## src/rtl/alu_barrido.sv

```systemverilog
`default_nettype none
// ============================================================================
//  Module   : alu_barrido
//  Purpose  : On-chip sweep controller for a small combinational ALU. On an
//             accepted start it latches one operand pair, steps the function
//             code F through 0..7, waits SETTLE cycles per code, samples Y,
//             reports each result with a one-cycle strobe, and finishes with
//             a done pulse plus an XOR checksum of the eight results.
//  Revision : 1.0  initial release
// ----------------------------------------------------------------------------
//  Parameters
//    W        operand / result width (must match the ALU)
//    SETTLE   cycles F is held before Y is sampled (1..15)
//  Ports
//    clk        in   rising-edge clock
//    rst        in   asynchronous active-high reset
//    start      in   sweep request, honoured only while idle
//    a_in/b_in  in   operands latched on an accepted start
//    busy       out  high while a sweep is running
//    alu_a/b/f  out  drive the ALU inputs
//    alu_y      in   ALU result
//    res_valid  out  one-cycle strobe for a new result
//    res_f      out  F code of the reported result
//    res_y      out  sampled Y for that code
//    done       out  one-cycle sweep-complete pulse
//    checksum   out  XOR of the eight results of the last sweep
// ============================================================================
module alu_barrido #(
  parameter int W      = 4,
  parameter int SETTLE = 2
) (
  input  logic         clk,
  input  logic         rst,
  input  logic         start,
  input  logic [W-1:0] a_in,
  input  logic [W-1:0] b_in,
  output logic         busy,
  output logic [W-1:0] alu_a,
  output logic [W-1:0] alu_b,
  output logic [2:0]   alu_f,
  input  logic [W-1:0] alu_y,
  output logic         res_valid,
  output logic [2:0]   res_f,
  output logic [W-1:0] res_y,
  output logic         done,
  output logic [W-1:0] checksum
);

  typedef enum logic [0:0] {
    ST_IDLE = 1'b0,
    ST_WAIT = 1'b1
  } state_t;

  // Last count value of a settle window; the sample happens on this edge.
  localparam logic [3:0] C_CNT_LAST = 4'(SETTLE - 1);
  localparam logic [2:0] C_F_LAST   = 3'd7;

  state_t         state_q,  state_d;
  logic [3:0]     cnt_q,    cnt_d;
  logic           busy_q,   busy_d;
  logic [W-1:0]   a_q,      a_d;
  logic [W-1:0]   b_q,      b_d;
  logic [2:0]     f_q,      f_d;
  logic           valid_q,  valid_d;
  logic [2:0]     resf_q,   resf_d;
  logic [W-1:0]   resy_q,   resy_d;
  logic           done_q,   done_d;
  logic [W-1:0]   cks_q,    cks_d;

  always_ff @(posedge clk or posedge rst) begin
    if (rst) begin
      state_q <= ST_IDLE;
      cnt_q   <= '0;
      busy_q  <= 1'b0;
      a_q     <= '0;
      b_q     <= '0;
      f_q     <= '0;
      valid_q <= 1'b0;
      resf_q  <= '0;
      resy_q  <= '0;
      done_q  <= 1'b0;
      cks_q   <= '0;
    end else begin
      state_q <= state_d;
      cnt_q   <= cnt_d;
      busy_q  <= busy_d;
      a_q     <= a_d;
      b_q     <= b_d;
      f_q     <= f_d;
      valid_q <= valid_d;
      resf_q  <= resf_d;
      resy_q  <= resy_d;
      done_q  <= done_d;
      cks_q   <= cks_d;
    end
  end

  always_comb begin
    // Everything holds by default; the two strobes fall back to zero.
    state_d = state_q;
    cnt_d   = cnt_q;
    busy_d  = busy_q;
    a_d     = a_q;
    b_d     = b_q;
    f_d     = f_q;
    valid_d = 1'b0;
    resf_d  = resf_q;
    resy_d  = resy_q;
    done_d  = 1'b0;
    cks_d   = cks_q;

    case (state_q)
      ST_IDLE: begin
        if (start) begin
          a_d     = a_in;
          b_d     = b_in;
          f_d     = '0;
          cnt_d   = '0;
          cks_d   = '0;
          busy_d  = 1'b1;
          state_d = ST_WAIT;
        end
      end

      ST_WAIT: begin
        if (cnt_q != C_CNT_LAST) begin
          cnt_d = cnt_q + 4'd1;
        end else begin
          // Sample edge: F has been stable for SETTLE cycles.
          resy_d  = alu_y;
          resf_d  = f_q;
          valid_d = 1'b1;
          cks_d   = cks_q ^ alu_y;
          if (f_q != C_F_LAST) begin
            f_d   = f_q + 3'd1;
            cnt_d = '0;
          end else begin
            // Last code: F is left at 7 and the controller returns to idle,
            // where a start in this same cycle is accepted on the next edge.
            done_d  = 1'b1;
            busy_d  = 1'b0;
            state_d = ST_IDLE;
          end
        end
      end

      default: begin
        state_d = ST_IDLE;
      end
    endcase
  end

  assign busy      = busy_q;
  assign alu_a     = a_q;
  assign alu_b     = b_q;
  assign alu_f     = f_q;
  assign res_valid = valid_q;
  assign res_f     = resf_q;
  assign res_y     = resy_q;
  assign done      = done_q;
  assign checksum  = cks_q;

endmodule
`default_nettype wire

```

## config.mk

```make
export PLATFORM = sky130hd
export DESIGN_NAME = alu_barrido
export DESIGN_NICKNAME = d
export VERILOG_FILES = /design/src/rtl/alu_barrido.sv
export SDC_FILE = /design/constraint.sdc
export NUM_CORES = 1
export LEC_CHECK = 0
export ABC_AREA = 1
export CORE_UTILIZATION = 45
export DETAILED_ROUTE_END_ITERATION = 8
export PLACE_DENSITY_LB_ADDON = 0.3
export SYNTH_ARGS = -nofsm -noshare
export SYNTH_HDL_FRONTEND = slang
export SYNTH_SLANG_ARGS = --single-unit
```

## constraint.sdc

```tcl
create_clock -name clk -period 1.95 [get_ports clk]
set_clock_uncertainty 0.15 [all_clocks]
set_input_delay 0.2925 -clock clk [delete_from_list [all_inputs] [get_ports clk]]
set_output_delay 0.2925 -clock clk [all_outputs]
set_load 0.1 [all_outputs]
```

==> flow_summary.json <==
{
  "synth_seq_cells": 30,
  "cts_buffers": 5,
  "dr.pass1.iters": 6,
  "crit_type": "reg2reg",
  "routed_via_density": 5.21,
  "syn-num-nets": 166,
  "slew_violations": 0,
  "synth-seq-area-share": 0.539,
  "die-area_um2": 3320,
  "multi_input_area_um2": 574,
  "gp_congestion": 0.806,
  "critPathRequiredTime_ps": 2080,
  "grt-ovfl-total": 0,
  "post_cts_buffers": 0,
  "avgRoutedWirePerCell_um": 13.0,
  "hold_viol_final": 0,
  "postLayoutCoreUtil": 0.685,
  "synthTopCellsByArea": "dfrtp_1 (54%), nand2_1 (14%), nand3_1 (9.0%)",
  "drv_cap": 0,
  "min_period_ps": 1600,
  "synth-main-ff-cell": "dfrtp_1",
  "synth_top_area_share": 0.539,
  "grt_pass1_wl_mm": 5.13,
  "worstSetupEndpointType": "flop",
  "dpl_cell_area_um2": 1890,
  "drive_above_1_share": 0.271,
  "antenna_found_initial": 0,
  "via_count": 1161,
  "tritoncts": "yes",
  "synth_cell_types": 22,
  "fp.dieH_um": 57.7,
  "cts.clk_slew.worst_paths_ps": 90,
  "htree_levels": 2,
  "antenna_cells": 0,
  "worst_slew_pin_slew_ps": 365,
  "period_share": 0.818,
  "clk_path_buf_depth": 2,
  "syn_inst": 147,
  "core_um2": 2850,
  "yosysWarnings": 0,
  "drt_iter0_drc": 27,
  "yosysMostFrequentCell": "nand2_1",
  "nFillCells": 235,
  "stdcell_area_um2": 1950,
  "cp.arrival_ps": 1730,
  "max_freq_ghz": 0.627,
  "ant_nets": 0,
  "synth_edf_count": 0,
  "yosys.area.top_type": "dfrtp_1",
  "grt_pass1_vias": 1117,
  "syn_avg_cell_area_um2": 9.48,
  "max_slew_margin": 0.757,
  "holdBufCountCts": 0,
  "cts_resized": 0,
  "seqCellArea_um2": 753,
  "finalSetupViolCount": 0,
  "drt_wl_total_mm": 2.91,
  "ios": 40,
  "drc": 2,
  "final_nets": 210,
  "row_count": 19,
  "cts_root_buf": "clkbuf_4",
  "insertion_delay_ps": 330,
  "async_flop_share": 1.00,
  "ys_top_cells_by_count": "nand2_1 (52), dfrtp_1 (30), nand3_1 (25), inv_1 (5), xor2_1 (5)",
  "syn_area_um2": 1390,
  "worst_setup_path_start_kind": "flop",
  "hold_class": "in2async",
  "dieWidth_um": 57.7,
  "clock-sinks": 30,
  "grt.total_usage": 0.207,
  "rsz0062_at_grt": "false",
  "finalSetupTns_ps": 0,
  "area_delta_synth_final_pct": 40.1,
  "io_buffers": 39,
  "grt_max_degree": 31,
  "failed_checks": "DRC",
  "dpl.hpwl_mm": 2.10,
  "status": "finished, violations left",
  "fin_hold_ws_ps": 161,
  "initial_core_util": 0.489,
  "cp_max_fo": 16
}
==> cell type report <==
cell class              count  area share
flip-flops and latches     30       0.386
multi-input cells         105       0.294
repair buffers             42       0.256
clock buffers               7      0.0282
well taps                  31      0.0199
inverters                   7      0.0135
clock inverters             1     0.00256
==> routing by layer <==
layer  global-route usage  up-vias  share of wire
met5                    0        -              0
met4               0.0782        0          0.017
li1                     -      562              -
met3               0.0826        6          0.057
met2                0.331       33           0.49
met1                0.255      560           0.43
==> cells in the final DEF (no fill, tap or decap) <==
master / netlist / routed
nor2_2: 1 / 1
nand3_4: 1 / 1
xor2_1: 5 / 5
clkbuf_8: 0 / 1
nand2_2: 4 / 4
nand3b_1: 1 / 1
o21ai_1: 1 / 1
buf_4: 2 / 16
clkbuf_1: 0 / 1
clkbuf_4: 0 / 5
clkinv_2: 0 / 1
or2_0: 1 / 1
dfrtp_2: 0 / 2
o21bai_1: 1 / 1
o21ai_0: 1 / 1
clkdlybuf4s50_1: 0 / 14
nand2_4: 1 / 1
dfrtp_1: 30 / 28
nand3_2: 4 / 4
ha_1: 4 / 4
nor2_4: 2 / 2
nand4_1: 1 / 1
inv_2: 2 / 2
buf_12: 0 / 12
inv_1: 5 / 5
nand2_1: 52 / 52
nand3_1: 25 / 25
==> stage by stage <==
step | instances | setup WS, ps
after detailed placement | 215 | 388
after floorplan | 147 | 98.7
final | 223 | 355
after global placement | 215 | 443
after global routing | 223 | 223
after CTS | 223 | 351
==> sequential cells by signal, indices dropped and copies added, names as in the netlist, 3 cells and up <==
register	count
alu_f	3
checksum	4
alu_b	4
res_y	4
res_f	3
cnt_q	4
alu_a	4
==> final timing paths <==
check	start	end	slack [ps]	cells after the start
min in group clk	res_f[1]$_DFFE_PP0P_	res_f[1]$_DFFE_PP0P_	340	2
max reg2reg	cnt_q[1]$_DFFE_PP0P_	res_y[1]$_DFFE_PP0P_	350	6
max	cnt_q[1]$_DFFE_PP0P_	res_y[1]$_DFFE_PP0P_	350	6
min reg2reg	res_f[1]$_DFFE_PP0P_	res_f[1]$_DFFE_PP0P_	340	2
min	rst	cnt_q[3]$_DFFE_PP0P_	160	3
max in group asynchronous	rst	alu_f[0]$_DFFE_PP0P_	1200	3
==> cells by family (layout without fill, tap and decap cells) <==
logic type,count (synthesis),in the layout,synth area share
AOI/OAI and AO/OA,3,3,0.0126
DFF,30,30,0.539
and+or+nand+nor,93,93,0.332
xor gates and xnor gates,5,5,0.0314
buffers and inverters,12,57,0.0494
adders and majority gates,4,4,0.0359
==> critical path, stage by stage, from the launching register on <==
cell and delay (ps):
dfrtp_1 420, inv_1 100, ha_1 300, nand3_4 250, inv_2 180, nand2_1 80
nand2_1 60
Power is not shown: default switching activity piles up to over one toggle a cycle in this logic, so the estimate is an artifact.
